$ cat config.mk
export PLATFORM = sky130hd
export DESIGN_NAME = ibex_qed_regfile_ff_flat
export DESIGN_NICKNAME = d
export VERILOG_FILES = /design/src/rtl/ibex_qed_regfile_ff_if.sv /design/src/rtl/ibex_qed_regfile_ff.sv /design/src/flat_wrapper.sv
export SDC_FILE = /design/constraint.sdc
export NUM_CORES = 2
export LEC_CHECK = 0
export BUFFER_PORTS_ARGS = -buffer_cell sky130_fd_sc_hd__buf_2
export CAP_MARGIN = 20
export CORE_ASPECT_RATIO = 1.4
export CORE_MARGIN = 5
export CORE_UTILIZATION = 55
export CTS_CLUSTER_DIAMETER = 200
export DETAILED_ROUTE_END_ITERATION = 16
export MAX_ROUTING_LAYER = met4
export PLACE_DENSITY = 0.74
export SYNTH_ARGS = -nofsm -noshare
export SYNTH_HDL_FRONTEND = slang
export SYNTH_SLANG_ARGS = --single-unit
$ cat constraint.sdc
create_clock -name clk_i -period 4.22 [get_ports clk_i]
set_clock_uncertainty 0.1 [all_clocks]
set_input_delay 0.422 -clock clk_i [delete_from_list [all_inputs] [get_ports clk_i]]
set_output_delay 0.422 -clock clk_i [all_outputs]
set_load 0.03 [all_outputs]
$ cat src/rtl/ibex_qed_regfile_ff_if.sv
// Bus bundle for the SQED flip-flop register file: read/write ports plus QED status.
// The regfile uses the slave modport; the WB stage / QED harness drives the master side.
interface ibex_qed_regfile_ff_if #(
   parameter int unsigned DataWidth = 32,
   parameter int unsigned AddrWidth = 5,
   parameter int unsigned CntWidth  = 16
);
   logic [AddrWidth-1:0] raddr_a_i;
   logic [DataWidth-1:0] rdata_a_o;
   logic [AddrWidth-1:0] raddr_b_i;
   logic [DataWidth-1:0] rdata_b_o;
   logic [AddrWidth-1:0] waddr_a_i;
   logic [DataWidth-1:0] wdata_a_i;
   logic                 we_a_i;
   logic                 qed_commit_i;
   logic                 qed_check_en_i;
   logic [CntWidth-1:0]  qed_orig_cnt_o;
   logic [CntWidth-1:0]  qed_dup_cnt_o;
   logic                 qed_ready_o;
   logic                 qed_busy_o;
   logic                 qed_check_vld_o;
   logic                 qed_mismatch_o;
   logic [AddrWidth-2:0] qed_mismatch_idx_o;
   logic                 qed_ovf_o;

   modport master (
      output raddr_a_i, raddr_b_i, waddr_a_i, wdata_a_i, we_a_i, qed_commit_i, qed_check_en_i,
      input  rdata_a_o, rdata_b_o, qed_orig_cnt_o, qed_dup_cnt_o, qed_ready_o, qed_busy_o,
             qed_check_vld_o, qed_mismatch_o, qed_mismatch_idx_o, qed_ovf_o
   );

   modport slave (
      input  raddr_a_i, raddr_b_i, waddr_a_i, wdata_a_i, we_a_i, qed_commit_i, qed_check_en_i,
      output rdata_a_o, rdata_b_o, qed_orig_cnt_o, qed_dup_cnt_o, qed_ready_o, qed_busy_o,
             qed_check_vld_o, qed_mismatch_o, qed_mismatch_idx_o, qed_ovf_o
   );
endinterface

$ cat src/rtl/ibex_qed_regfile_ff.sv
// Flip-flop register file split into original/duplicate halves with SQED pair checking.
// Macro IBEX_QED_FULL_SCAN_EN selects a full pair scan; otherwise only the last duplicate pair.
module ibex_qed_regfile_ff #(
   parameter int unsigned          DataWidth   = 32,
   parameter int unsigned          AddrWidth   = 5,
   parameter int unsigned          CntWidth    = 16,
   parameter logic [DataWidth-1:0] WordZeroVal = '0
) (
   input logic                  clk_i,
   input logic                  rst_i,
   ibex_qed_regfile_ff_if.slave bus
);
   localparam int unsigned NumWords = 2 ** AddrWidth;
   localparam int unsigned IdxWidth = AddrWidth - 1;

   typedef enum logic [1:0] {StIdle, StTrack, StCheck, StFail} state_e;

   state_e               state_q, state_d;
   logic [DataWidth-1:0] words_q [1:NumWords-1];
   logic [DataWidth-1:0] rf [NumWords];
   logic [CntWidth-1:0]  orig_cnt_q, orig_cnt_d;
   logic [CntWidth-1:0]  dup_cnt_q, dup_cnt_d;
   logic                 ovf_q, ovf_d;
   logic                 armed_q, armed_d;
   logic                 vld_q, vld_d;
   logic                 mismatch_q, mismatch_d;
   logic [IdxWidth-1:0]  mismatch_idx_q, mismatch_idx_d;
   logic [IdxWidth-1:0]  pair_idx;
   logic                 wr_en, cnt_en, cnt_orig, cnt_dup, ready, pair_eq;

   assign wr_en    = bus.we_a_i & (bus.waddr_a_i != '0);
   assign cnt_en   = wr_en & bus.qed_commit_i;
   assign cnt_dup  = cnt_en & bus.waddr_a_i[AddrWidth-1];
   assign cnt_orig = cnt_en & ~bus.waddr_a_i[AddrWidth-1];

   // Word 0 is a constant; the storage array only holds words 1..NumWords-1.
   always_comb begin
      rf[0] = WordZeroVal;
      for (int unsigned i = 1; i < NumWords; i++) rf[i] = words_q[i];
   end

   always_ff @(posedge clk_i) begin
      if (rst_i) begin
         for (int unsigned i = 1; i < NumWords; i++) words_q[i] <= WordZeroVal;
      end else if (wr_en) begin
         words_q[bus.waddr_a_i] <= bus.wdata_a_i;
      end
   end

   assign bus.rdata_a_o = rf[bus.raddr_a_i];
   assign bus.rdata_b_o = rf[bus.raddr_b_i];

   always_comb begin
      orig_cnt_d = orig_cnt_q;
      dup_cnt_d  = dup_cnt_q;
      if (cnt_orig && (orig_cnt_q != '1)) orig_cnt_d = orig_cnt_q + CntWidth'(1);
      if (cnt_dup && (dup_cnt_q != '1)) dup_cnt_d = dup_cnt_q + CntWidth'(1);
      ovf_d = ovf_q | (&orig_cnt_d) | (&dup_cnt_d);
   end

   assign ready   = (orig_cnt_q == dup_cnt_q) && (orig_cnt_q != '0);
   assign pair_eq = rf[{1'b0, pair_idx}] == rf[{1'b1, pair_idx}];

`ifdef IBEX_QED_FULL_SCAN_EN
   logic [IdxWidth-1:0] scan_q, scan_d;

   assign pair_idx = scan_q;

   always_ff @(posedge clk_i) begin
      if (rst_i) scan_q <= '0;
      else       scan_q <= scan_d;
   end
`else
   logic [IdxWidth-1:0] last_dup_q, last_dup_d;

   assign pair_idx   = last_dup_q;
   assign last_dup_d = cnt_dup ? bus.waddr_a_i[IdxWidth-1:0] : last_dup_q;

   always_ff @(posedge clk_i) begin
      if (rst_i) last_dup_q <= '0;
      else       last_dup_q <= last_dup_d;
   end
`endif

   always_comb begin
      state_d        = state_q;
      armed_d        = armed_q;
      vld_d          = 1'b0;
      mismatch_d     = mismatch_q;
      mismatch_idx_d = mismatch_idx_q;
`ifdef IBEX_QED_FULL_SCAN_EN
      scan_d         = scan_q;
`endif
      unique case (state_q)
         StIdle: begin
            if (cnt_en) state_d = StTrack;
         end
         StTrack: begin
            if (ready && bus.qed_check_en_i && !ovf_q && armed_q) begin
               state_d = StCheck;
`ifdef IBEX_QED_FULL_SCAN_EN
               scan_d  = '0;
`endif
            end
         end
         StCheck: begin
            if (!pair_eq) begin
               mismatch_d     = 1'b1;
               mismatch_idx_d = pair_idx;
               state_d        = StFail;
`ifdef IBEX_QED_FULL_SCAN_EN
            end else if (&scan_q) begin
               vld_d   = 1'b1;
               armed_d = 1'b0;
               state_d = StTrack;
            end else begin
               scan_d  = scan_q + IdxWidth'(1);
            end
`else
            end else begin
               vld_d   = 1'b1;
               armed_d = 1'b0;
               state_d = StTrack;
            end
`endif
         end
         StFail: begin
            state_d = StFail;
         end
         default: state_d = StIdle;
      endcase
      // Any count change re-arms the checker, even one landing on the pass edge.
      if ((orig_cnt_d != orig_cnt_q) || (dup_cnt_d != dup_cnt_q)) armed_d = 1'b1;
   end

   always_ff @(posedge clk_i) begin
      if (rst_i) begin
         state_q        <= StIdle;
         orig_cnt_q     <= '0;
         dup_cnt_q      <= '0;
         ovf_q          <= 1'b0;
         armed_q        <= 1'b0;
         vld_q          <= 1'b0;
         mismatch_q     <= 1'b0;
         mismatch_idx_q <= '0;
      end else begin
         state_q        <= state_d;
         orig_cnt_q     <= orig_cnt_d;
         dup_cnt_q      <= dup_cnt_d;
         ovf_q          <= ovf_d;
         armed_q        <= armed_d;
         vld_q          <= vld_d;
         mismatch_q     <= mismatch_d;
         mismatch_idx_q <= mismatch_idx_d;
      end
   end

   assign bus.qed_orig_cnt_o     = orig_cnt_q;
   assign bus.qed_dup_cnt_o      = dup_cnt_q;
   assign bus.qed_ready_o        = ready;
   assign bus.qed_busy_o         = (state_q == StCheck);
   assign bus.qed_check_vld_o    = vld_q;
   assign bus.qed_mismatch_o     = mismatch_q;
   assign bus.qed_mismatch_idx_o = mismatch_idx_q;
   assign bus.qed_ovf_o          = ovf_q;
endmodule

$ cat src/flat_wrapper.sv
// flat-port wrapper written by rule: the top's interface ports become plain ports
module ibex_qed_regfile_ff_flat 
#(
   parameter int unsigned          DataWidth   = 32,
   parameter int unsigned          AddrWidth   = 5,
   parameter int unsigned          CntWidth    = 16,
   parameter logic [DataWidth-1:0] WordZeroVal = '0
)
  (clk_i, rst_i, bus_raddr_a_i, bus_raddr_b_i, bus_waddr_a_i, bus_wdata_a_i, bus_we_a_i, bus_qed_commit_i, bus_qed_check_en_i, bus_rdata_a_o, bus_rdata_b_o, bus_qed_orig_cnt_o, bus_qed_dup_cnt_o, bus_qed_ready_o, bus_qed_busy_o, bus_qed_check_vld_o, bus_qed_mismatch_o, bus_qed_mismatch_idx_o, bus_qed_ovf_o);
  ibex_qed_regfile_ff_if #(.DataWidth(DataWidth), .AddrWidth(AddrWidth), .CntWidth(CntWidth)) bus_i ();
  input logic clk_i;
  input logic rst_i;
  input wire logic [$bits(bus_i.raddr_a_i)-1:0] bus_raddr_a_i;
  input wire logic [$bits(bus_i.raddr_b_i)-1:0] bus_raddr_b_i;
  input wire logic [$bits(bus_i.waddr_a_i)-1:0] bus_waddr_a_i;
  input wire logic [$bits(bus_i.wdata_a_i)-1:0] bus_wdata_a_i;
  input wire logic [$bits(bus_i.we_a_i)-1:0] bus_we_a_i;
  input wire logic [$bits(bus_i.qed_commit_i)-1:0] bus_qed_commit_i;
  input wire logic [$bits(bus_i.qed_check_en_i)-1:0] bus_qed_check_en_i;
  output wire logic [$bits(bus_i.rdata_a_o)-1:0] bus_rdata_a_o;
  output wire logic [$bits(bus_i.rdata_b_o)-1:0] bus_rdata_b_o;
  output wire logic [$bits(bus_i.qed_orig_cnt_o)-1:0] bus_qed_orig_cnt_o;
  output wire logic [$bits(bus_i.qed_dup_cnt_o)-1:0] bus_qed_dup_cnt_o;
  output wire logic [$bits(bus_i.qed_ready_o)-1:0] bus_qed_ready_o;
  output wire logic [$bits(bus_i.qed_busy_o)-1:0] bus_qed_busy_o;
  output wire logic [$bits(bus_i.qed_check_vld_o)-1:0] bus_qed_check_vld_o;
  output wire logic [$bits(bus_i.qed_mismatch_o)-1:0] bus_qed_mismatch_o;
  output wire logic [$bits(bus_i.qed_mismatch_idx_o)-1:0] bus_qed_mismatch_idx_o;
  output wire logic [$bits(bus_i.qed_ovf_o)-1:0] bus_qed_ovf_o;
  assign bus_i.raddr_a_i = bus_raddr_a_i;
  assign bus_i.raddr_b_i = bus_raddr_b_i;
  assign bus_i.waddr_a_i = bus_waddr_a_i;
  assign bus_i.wdata_a_i = bus_wdata_a_i;
  assign bus_i.we_a_i = bus_we_a_i;
  assign bus_i.qed_commit_i = bus_qed_commit_i;
  assign bus_i.qed_check_en_i = bus_qed_check_en_i;
  assign bus_rdata_a_o = bus_i.rdata_a_o;
  assign bus_rdata_b_o = bus_i.rdata_b_o;
  assign bus_qed_orig_cnt_o = bus_i.qed_orig_cnt_o;
  assign bus_qed_dup_cnt_o = bus_i.qed_dup_cnt_o;
  assign bus_qed_ready_o = bus_i.qed_ready_o;
  assign bus_qed_busy_o = bus_i.qed_busy_o;
  assign bus_qed_check_vld_o = bus_i.qed_check_vld_o;
  assign bus_qed_mismatch_o = bus_i.qed_mismatch_o;
  assign bus_qed_mismatch_idx_o = bus_i.qed_mismatch_idx_o;
  assign bus_qed_ovf_o = bus_i.qed_ovf_o;
  ibex_qed_regfile_ff #(.DataWidth(DataWidth), .AddrWidth(AddrWidth), .CntWidth(CntWidth), .WordZeroVal(WordZeroVal)) u_core (.clk_i(clk_i), .rst_i(rst_i), .bus(bus_i));
endmodule
==> impl_metrics.ini <==
[critical_path]
path_max_fanout = 30
cp_data_arrival_time_ns = 4.72
critical_path.slowest_cell = dfxtp_4
crit_buf_inv = 2
cp-end-kind = register
crit_path_cell_trace = buf_12 > buf_4 > mux4_2 > mux2i_1 > xnor2_1 > a2111o_1 > nor4_4 > nand3_1 > a31o_1
cp-start-kind = register
critPathTopFamily = multiplexers
cp_data_required_time_ns = 4.72
cp_slowest_stage_delay_ns = 0.74
crit_type = reg -> reg

[floorplanning]
start_util_pct = 55.4
core_area_um2 = 115000
io-pin-count = 157
die_h_um = 412
die_w_um = 297
rows = 147
die_area_um2 = 123000

[placed_design]
placed_area_um2 = 67700
dpl.cell_count = 5639
gp_congestion = 0.973
hpwlAfterDp_mm = 147
portBuffers = 156

[timing]
drv_slew = 0
setup_viol = 1
tns_ns = -0.00905
relSlewSlack_pct = 18.8
hold_viol = 0
min_period_ns = 4.23
setup_slack_ns = -0.00905
max_freq_mhz = 236
rsz0062_at_grt = no
finalCritPeriodShare_pct = 100
tightest_slew_ns = 1.22

[synthesis]
yosysWarnings = 0
yosysSeqAreaShare_pct = 48.3
ys_ff_latch = 1038
synth_area_um2 = 63600
syn_nets = 4279
syn_inst = 4224
avgSynthCellArea_um2 = 15.1
synth-edff-count = 992
synth_cell_types = 67
async_flop_share_pct = 0
synth_flop_cell = edfxtp_1

[pwr]
total_leakage_power_uw = 0.0241
p_int_uw = 19100
p_clk_share_pct = 36.6
power_frac_seq_pct = 46.8
p_comb_share_pct = 16.6
finalPower_uw = 26200
p_sw_uw = 7120
pwr_density_cell_nw_per_um2 = 367
peakVddDrop_uv = 317
swShare_pct = 27.2

[global_route]
groute.usage.overall_pct = 41.1
grt_pass1_wl_mm = 341
grt.overflow.total = 0
grt_max_degree = 101
grt_pass1_vias = 44300
antenna_found_initial = 39

[status]
status = complete, but fails checks
violations = negative setup slack

[clocking]
post_cts_buffers = 0
cts_tree = yes
clockBufferDepth = 3
clkSinkCount = 1038
cts-root-buf = clkbuf_16
clock_latency_ns = 0.73
htreeDepth = 3
clkTransAtPathRegs_ns = 0.06
cts_buffers = 101

[finish]
post-route-util_pct = 62.2
fin_area_um2 = 71400
final_cells = 5899
final_nets = 4311
area_growth_pct = 12.3
drive_gt1_share_pct = 36.9
n_fill_cell = 8288

[routing]
drc = 0
drtPass1Iterations = 9
drt-vias-per-instance = 7.76
wl_per_cell_um = 41.9
drtIter0Drc = 9653
routed_wl_mm = 247
vias = 45800
ant_nets = 0

[min_path]
hold_class = in -> reg

[run]
maxCapViolations = 0
[metrics by stage]
stage / hold WS, ns / worst slack, ns
finish: 0.0486 / -0.00905
global route: 0.0649 / 0.0396
CTS: 0.00760 / 0.0319
detailed placement: 0.357 / -0.0846
global placement: 0.347 / -0.0525
floorplan: 0.341 / -0.304
[layer usage]
layer / part of all wire, % / track usage, % / vias up
li1: - / - / 16800
met3: 17 / 14.8 / 1249
met1: 31 / 49.1 / 22900
met5: 0 / - / -
met4: 8.7 / 28.5 / 0
met2: 44 / 58.5 / 4831
[final timing paths]
| check | slack, ns | cells past startpoint | from | end |
|---|---|---|---|---|
| worst max register to register | -0.009 | 9 | u_core.last_dup_q[1] | u_core.armed_q |
| worst max-delay path | -0.009 | 9 | u_core.last_dup_q[1] | u_core.armed_q |
| worst min-delay path | 0.05 | 3 | bus_waddr_a_i[2] | u_core.last_dup_q[2] |
| worst min register to register | 0.36 | 2 | u_core.bus.qed_mismatch_idx_o[3] | u_core.bus.qed_mismatch_idx_o[3] |
[Yosys cell counts (all sizes together), types with 3 or more instances]
master   number  area share [%]
and2        996             9.8
inv          29            0.17
nor4         13            0.15
a32oi         5           0.069
o221ai       13            0.18
xor2         48            0.66
nand2        51            0.30
nor3         12           0.094
o21ai        49            0.39
nand3b        7           0.083
a22oi        19            0.22
or3           5           0.049
nor3b         3           0.035
and4          4           0.055
nand2b       11            0.11
dfxtp        46             1.4
mux4        787              28
a22o         68            0.94
nor2        124            0.73
buf         117            0.91
ha            3           0.059
xnor2        43            0.59
o22ai        13            0.13
nor2b         9           0.089
mux2i        73             1.1
a21oi        33            0.26
mux2        172             3.0
nor4b         3           0.041
nand4        17            0.17
nand3        22            0.17
o31ai         4           0.047
a221o         3           0.047
o2bb2ai       3           0.041
and3          9           0.089
clkbuf      354             2.1
a221oi       31            0.43
edfxtp      992              47
[state kept, by name, indices dropped and copies added, names as in the netlist]
signal,cells
u_core.words_q,992
u_core.bus.qed_dup_cnt_o,16
u_core.state_q,2
u_core.bus.qed_mismatch_idx_o,4
u_core.bus.qed_check_vld_o,1
u_core.last_dup_q,4
u_core.bus.qed_ovf_o,1
u_core.bus.qed_mismatch_o,1
u_core.bus.qed_orig_cnt_o,16
u_core.armed_q,1
[cell families after synthesis]
group                    synth area share [%]
AND/OR/NAND/NOR                          12.1
flip-flops                               48.3
multiplexers                             32.1
buffers and inverters                    3.18
AO/OA/AOI/OAI                            3.05
XOR/XNOR                                 1.25
adder cells (fa/ha/maj)                0.0590
[worst register-to-register path, stage by stage, from the launching register on]
cell	delay, ns
dfxtp_4	0.74
buf_12	0.32
buf_4	0.32
mux4_2	0.54
mux2i_1	0.28
xnor2_1	0.31
a2111o_1	0.53
nor4_4	0.53
nand3_1	0.20
a31o_1	0.25
[area by class of cell]
type,count,area (µm²),area share (%)
diodes,69,173,0.242
clock buffers,115,2670,3.73
clock inverters,72,748,1.05
inverters,31,118,0.165
multi-input cells,2684,31500,44.1
flip-flops and latches,1038,30700,43.0
well taps,1490,1860,2.61
repair buffers,400,3630,5.09
[repair_timing]
item | in CTS | in global routing
setup endpoints to repair | 7 | 7
resized for setup | 1 | 5
hold buffers | 3 | 0
endpoints found under the hold margin | 3 | 0
[cells in the final DEF (no fill, tap or decap), drive strengths merged, types with 14 or more instances in the layout]
| cell type | count |
|---|---|
| and2 | 996 |
| edfxtp | 992 |
| mux4 | 787 |
| buf | 397 |
| mux2 | 172 |
| nor2 | 124 |
| clkbuf | 115 |
| mux2i | 73 |
| diode | 69 |
| a22o | 68 |
| nand2 | 51 |
| o21ai | 49 |
| xor2 | 48 |
| dfxtp | 46 |
| clkinv | 46 |
| xnor2 | 43 |
| a21oi | 33 |
| inv | 32 |
| a221oi | 31 |
| nand3 | 22 |
| a22oi | 19 |
| nand4 | 17 |
| bufinv | 14 |
[power by group through the flow]
stage / combinational, µW / sequential, µW / clock [µW]
after floorplan: 2680 / 12300 / 0
after global placement: 4180 / 12400 / 0
after detailed placement: 4210 / 12500 / 0
after CTS: 4230 / 12200 / 9570
after global routing: 4390 / 12300 / 10000
final: 4360 / 12300 / 9590
No activity file was read; power rests on OpenSTA's default activity.
